File: config.mk
export PLATFORM = sky130hd
export DESIGN_NAME = adder_sum_display
export DESIGN_NICKNAME = d
export VERILOG_FILES = /design/src/rtl/adder_sum_display.sv
export SDC_FILE = /design/constraint.sdc
export NUM_CORES = 1
export LEC_CHECK = 0
export CAP_MARGIN = 10
export CORE_MARGIN = 2
export CORE_UTILIZATION = 30
export CTS_CLUSTER_DIAMETER = 80
export DETAILED_ROUTE_END_ITERATION = 6
export GPL_TIMING_DRIVEN = 0
export MAX_ROUTING_LAYER = met4
export PLACE_DENSITY = 0.5
export SYNTH_ARGS = -nofsm -noshare
export SYNTH_HDL_FRONTEND = slang
export SYNTH_SLANG_ARGS = --single-unit
export TNS_END_PERCENT = 20
File: constraint.sdc
create_clock -name clk -period 1.7 [get_ports clk]
set_input_delay 0.17 -clock clk [delete_from_list [all_inputs] [get_ports clk]]
set_output_delay 0.17 -clock clk [all_outputs]
set_load 0.01 [all_outputs]
File: src/rtl/adder_sum_display.sv
// Takes the adder's 6-bit sum over valid/ready and converts it to two BCD digits.
// The conversion is a sequential double-dabble; the result drives a 2-digit multiplexed 7-segment display.
module adder_sum_display #(
  parameter int SCAN_DIV    = 50000,
  parameter bit SEG_ACT_LOW = 1'b1
) (
  input  logic       clk,
  input  logic       rst_n,
  input  logic [5:0] sum_in,
  input  logic       sum_valid,
  output logic       ready,
  output logic [3:0] bcd_tens,
  output logic [3:0] bcd_ones,
  output logic       done,
  output logic [6:0] seg,
  output logic [1:0] an
);

  localparam int CW = (SCAN_DIV > 1) ? $clog2(SCAN_DIV) : 1;
  localparam logic [6:0] SEG_OFF = SEG_ACT_LOW ? 7'h7F : 7'h00;
  localparam logic [1:0] AN_OFF  = SEG_ACT_LOW ? 2'b11 : 2'b00;

  typedef enum logic [1:0] {S_IDLE, S_SHIFT, S_DONE} state_t;

  state_t      state;
  logic [13:0] scratch;
  logic [13:0] adj;
  logic [2:0]  bit_cnt;

  // Correct each BCD nibble before the shift so it carries properly into the next digit.
  always_comb begin
    adj = scratch;
    if (adj[13:10] >= 4'd5) adj[13:10] = adj[13:10] + 4'd3;
    if (adj[9:6]   >= 4'd5) adj[9:6]   = adj[9:6]   + 4'd3;
  end

  always_ff @(posedge clk or negedge rst_n) begin
    if (!rst_n) begin
      state    <= S_IDLE;
      ready    <= 1'b1;
      scratch  <= '0;
      bit_cnt  <= '0;
      bcd_tens <= '0;
      bcd_ones <= '0;
      done     <= 1'b0;
    end else begin
      done <= 1'b0;
      case (state)
        S_IDLE: if (sum_valid) begin
          scratch <= {8'd0, sum_in};
          bit_cnt <= 3'd6;
          ready   <= 1'b0;
          state   <= S_SHIFT;
        end
        S_SHIFT: begin
          scratch <= {adj[12:0], 1'b0};
          bit_cnt <= bit_cnt - 3'd1;
          if (bit_cnt == 3'd1) state <= S_DONE;
        end
        S_DONE: begin
          bcd_tens <= scratch[13:10];
          bcd_ones <= scratch[9:6];
          done     <= 1'b1;
          ready    <= 1'b1;
          state    <= S_IDLE;
        end
        default: begin
          ready <= 1'b1;
          state <= S_IDLE;
        end
      endcase
    end
  end

  function automatic logic [6:0] dec7(input logic [3:0] d);
    case (d)
      4'd0: dec7 = 7'h3F;
      4'd1: dec7 = 7'h06;
      4'd2: dec7 = 7'h5B;
      4'd3: dec7 = 7'h4F;
      4'd4: dec7 = 7'h66;
      4'd5: dec7 = 7'h6D;
      4'd6: dec7 = 7'h7D;
      4'd7: dec7 = 7'h07;
      4'd8: dec7 = 7'h7F;
      4'd9: dec7 = 7'h6F;
      default: dec7 = 7'h00;
    endcase
  endfunction

  logic [CW-1:0] scan_cnt;
  logic          sel;
  logic [6:0]    seg_raw;
  logic [1:0]    an_raw;

  // The tens digit is blanked when it is zero, but its enable still asserts so the scan timing stays even.
  always_comb begin
    seg_raw = dec7(bcd_ones);
    an_raw  = 2'b01;
    if (sel) begin
      seg_raw = (bcd_tens == 4'd0) ? 7'h00 : dec7(bcd_tens);
      an_raw  = 2'b10;
    end
  end

  always_ff @(posedge clk or negedge rst_n) begin
    if (!rst_n) begin
      scan_cnt <= '0;
      sel      <= 1'b0;
      seg      <= SEG_OFF;
      an       <= AN_OFF;
    end else begin
      if (scan_cnt == CW'(SCAN_DIV - 1)) begin
        scan_cnt <= '0;
        sel      <= ~sel;
      end else begin
        scan_cnt <= scan_cnt + 1'b1;
      end
      seg <= seg_raw ^ {7{SEG_ACT_LOW}};
      an  <= an_raw  ^ {2{SEG_ACT_LOW}};
    end
  end

endmodule

==> key figures <==
Yosys
  – Mapped Cells: 264
  – Post-Syn Nets: 290
  – Avg Cell Area, Syn: 10.41 um2
  – Top cell type's share of synthesized area: 40.96%
  – Seq/Total Area, Yosys: 50.52%
  – Commonest cells post-synth: 45 x dfrtp_1, 24 x nor2_1, 19 x inv_1, 17 x ha_1, 16 x o21ai_0
  – #FFs+latches synth: 55
  – EDFF count, synth: 0
  – Most common cell in the synthesized netlist: dfrtp_1
  – Yosys top cell by area: dfrtp_1
  – Synth top area cells: dfrtp_1 41%, dfstp_2 9.6%, ha_1 7.7%
  – Async S/R FF share, synth: 100.0%
  – Most used DFF post-synth: dfrtp_1
  – Synthesized cell area: 2749 um2
  – Unique masters post-synth: 39
  – Yosys Warn Count: 0

Routing
  – ANT nets after route: 0
  – Initial DRC Count: 34
  – Vias per inst: 4.748
  – Post-Route WL: 5422 um
  – DR pass1 iterations: 4
  – DR DRC count: 0
  – Drt wl/cell: 13.26 um
  – Vias: 1942

Floorplan
  – Total die area: 9945 um2
  – CORE AREA: 8806 um2
  – IO Pins: 28
  – DIE WIDTH: 99.73 um
  – Starting Density: 31.22%
  – Site Rows: 34
  – Die Span Y: 99.73 um

Setup path
  – Critical-path top delay cell: dfrtp_1
  – CP cell instances: inv_1 -> ha_1 -> mux2_2 -> nor2_1 -> a31oi_1 -> o22a_1
  – CP Class: reg2reg
  – Max stage delay on crit path: 480 ps
  – CP endpoint kind: flip-flop
  – Critical path's top delay family: flip-flops
  – Worst Path Required: 1940 ps
  – Arr. time, crit path: 1790 ps
  – Worst setup SP type: flip-flop
  – CP Max Fanout: 7
  – Number of buffers and inverters on the critical path: 1
  – R2r setup slk: 140 ps

Timing
  – Slack of the critical path: 144.5 ps
  – RSZ-0062 raised after global routing: yes
  – Max Clk Rate: 0.6429 GHz
  – Worst Skew: 19.65 ps
  – Max-slew violation count: 0
  – Fin Setup TNS: 0 ps
  – Crit path time final: 1555 ps
  – Final Hold Viols: 0
  – # setup viols final: 0
  – Slew margin rel.: 70.18%
  – Final Hold Slack: 332.3 ps
  – Worst Tran Pin Value: 447.3 ps
  – Tcrit/Tclk final: 91.50%

Clock tree
  – CTS root buf: clkbuf_8
  – CTS tree: done
  – Clk slew on worst S/H paths: 100 ps
  – Sink Count: 55
  – Clock Latency Late Sink: 320 ps
  – Postcts setup bufs: 0
  – CTS HTree Levels: 2
  – TritonCTS Buffers: 5
  – Clock tree buffer depth: 2

Global route
  – GRT Overall Usage: 12.06%
  – Largest net degree at the start of global routing: 39
  – Vias in the first global route: 1945
  – Total gr overflow: 0
  – Initial antenna violation count: 0
  – First-pass GRT wire length: 9466 um

Place
  – DP Wirelength: 3918 um
  – Inst Count DP: 400
  – Pre-CTS setup slack: -137.4 ps
  – IO Port Bufs: 27
  – Placer Congestion: 0.8419

Cells and area
  – Layout cell share with drive strength beyond 1: 11.96%
  – Ant diodes: 0
  – Register area: 1389 um2
  – Nets: 326
  – Multi-input gate area: 1262 um2
  – Layout area overhead: 19.21%
  – FILL cells: 893
  – Final std cells w/o fill: 409

Status
  – Status: complete, no violations

Power
  – PwrDens: 1387 nW/um2
  – Static Leak: 1.446 nW
  – Total Power: 0.004543 W
  – VDD IR max: 424.5 uV

Hold path
  – Min-delay worst type: in2async

Flow run
  – Max_cap viols: 0
-- what timing repair did --
| item | in CTS | in global routing |
|---|---|---|
| hold buffers | 1 | 0 |
| endpoints found under the hold margin | 12 | 0 |
| gates resized for setup | 0 | 4 |
| endpoints found under the setup margin | 0 | 12 |
-- layout by cell type (no fill, tap or decap), types with 4 or more instances in the layout --
cell and count:
nand3_1 8, dfstp_2 10, nand2b_1 8, mux2_2 6
mux2i_1 5, buf_2 5, xnor2_1 11, clkdlybuf4s50_1 26
clkbuf_8 5, dfrtp_1 45, nor3_1 6, nand2_1 14
nor2b_1 7, a21oi_1 8, xor2_1 7, a31oi_1 5
nand4_1 4, o21ai_0 16, inv_1 19, ha_1 17
nor2_1 24
-- path summary, 6_finish.rpt --
path,start,to,cells past startpoint
min reg2reg,scan_cnt[0],scan_cnt[0],1
min in group clk,sum_in[2],scratch[2],3
max reg2reg,bcd_ones[1],seg[3],6
max in group asynchronous,rst_n,ready,3
min,rst_n,bcd_ones[3],2
max,bcd_ones[1],seg[3],6
-- logic make-up (layout without fill, tap and decap cells) --
group | count (synthesis) | count (layout) | synth area share (%)
AOI/OAI and AO/OA | 53 | 53 | 12.43
xor gates and xnor gates | 18 | 18 | 5.735
adders and majority gates | 17 | 17 | 7.738
buffers and inverters | 27 | 64 | 3.869
DFF | 55 | 55 | 50.52
muxes | 11 | 11 | 4.278
and+or+nand+nor | 83 | 83 | 15.43
-- state kept, by name, indices dropped and copies added, names as in the netlist --
signal	cells
scan_cnt	16
scratch	14
seg	7
bcd_ones	4
bcd_tens	4
bit_cnt	3
an	2
state	2
done	1
ready	1
sel	1
-- per-layer routing --
| layer | wire [um] | up-vias | track usage [%] | share of wire, % |
|---|---|---|---|---|
| met5 | 0 | - | - | 0 |
| met4 | 64 | 0 | 3.161 | 1.2 |
| met3 | 153 | 6 | 2.389 | 2.8 |
| met2 | 2558 | 23 | 19.02 | 47 |
| met1 | 2645 | 931 | 15.96 | 49 |
| li1 | - | 982 | - | - |
-- through the flow --
stage          util [%]  cell area (um2)
4_1_cts           37.10             3267
6_report          37.21             3277
3_3_place_gp      35.82             3154
5_1_grt           37.21             3277
2_1_floorplan         -             2749
3_5_place_dp      35.99             3169
-- final cells by class --
| type | instances | share of cell area, % |
|---|---|---|
| clock buffers | 5 | 2.100 |
| repair buffers | 29 | 9.011 |
| well taps | 108 | 4.124 |
| multi-input cells | 182 | 38.53 |
| plain buffers | 8 | 1.107 |
| clock inverters | 3 | 0.5727 |
| inverters | 19 | 2.176 |
| flip-flops and latches | 55 | 42.38 |
-- power by group --
part	leakage [nW]	switching (W)	internal [W]
sequential	0.685	0.000249	0.00168
combinational	0.712	0.000969	0.000904
clock	0.0483	0.000450	0.000292
total	1.45	0.00167	0.00288
(Power assumes the default switching activity.)
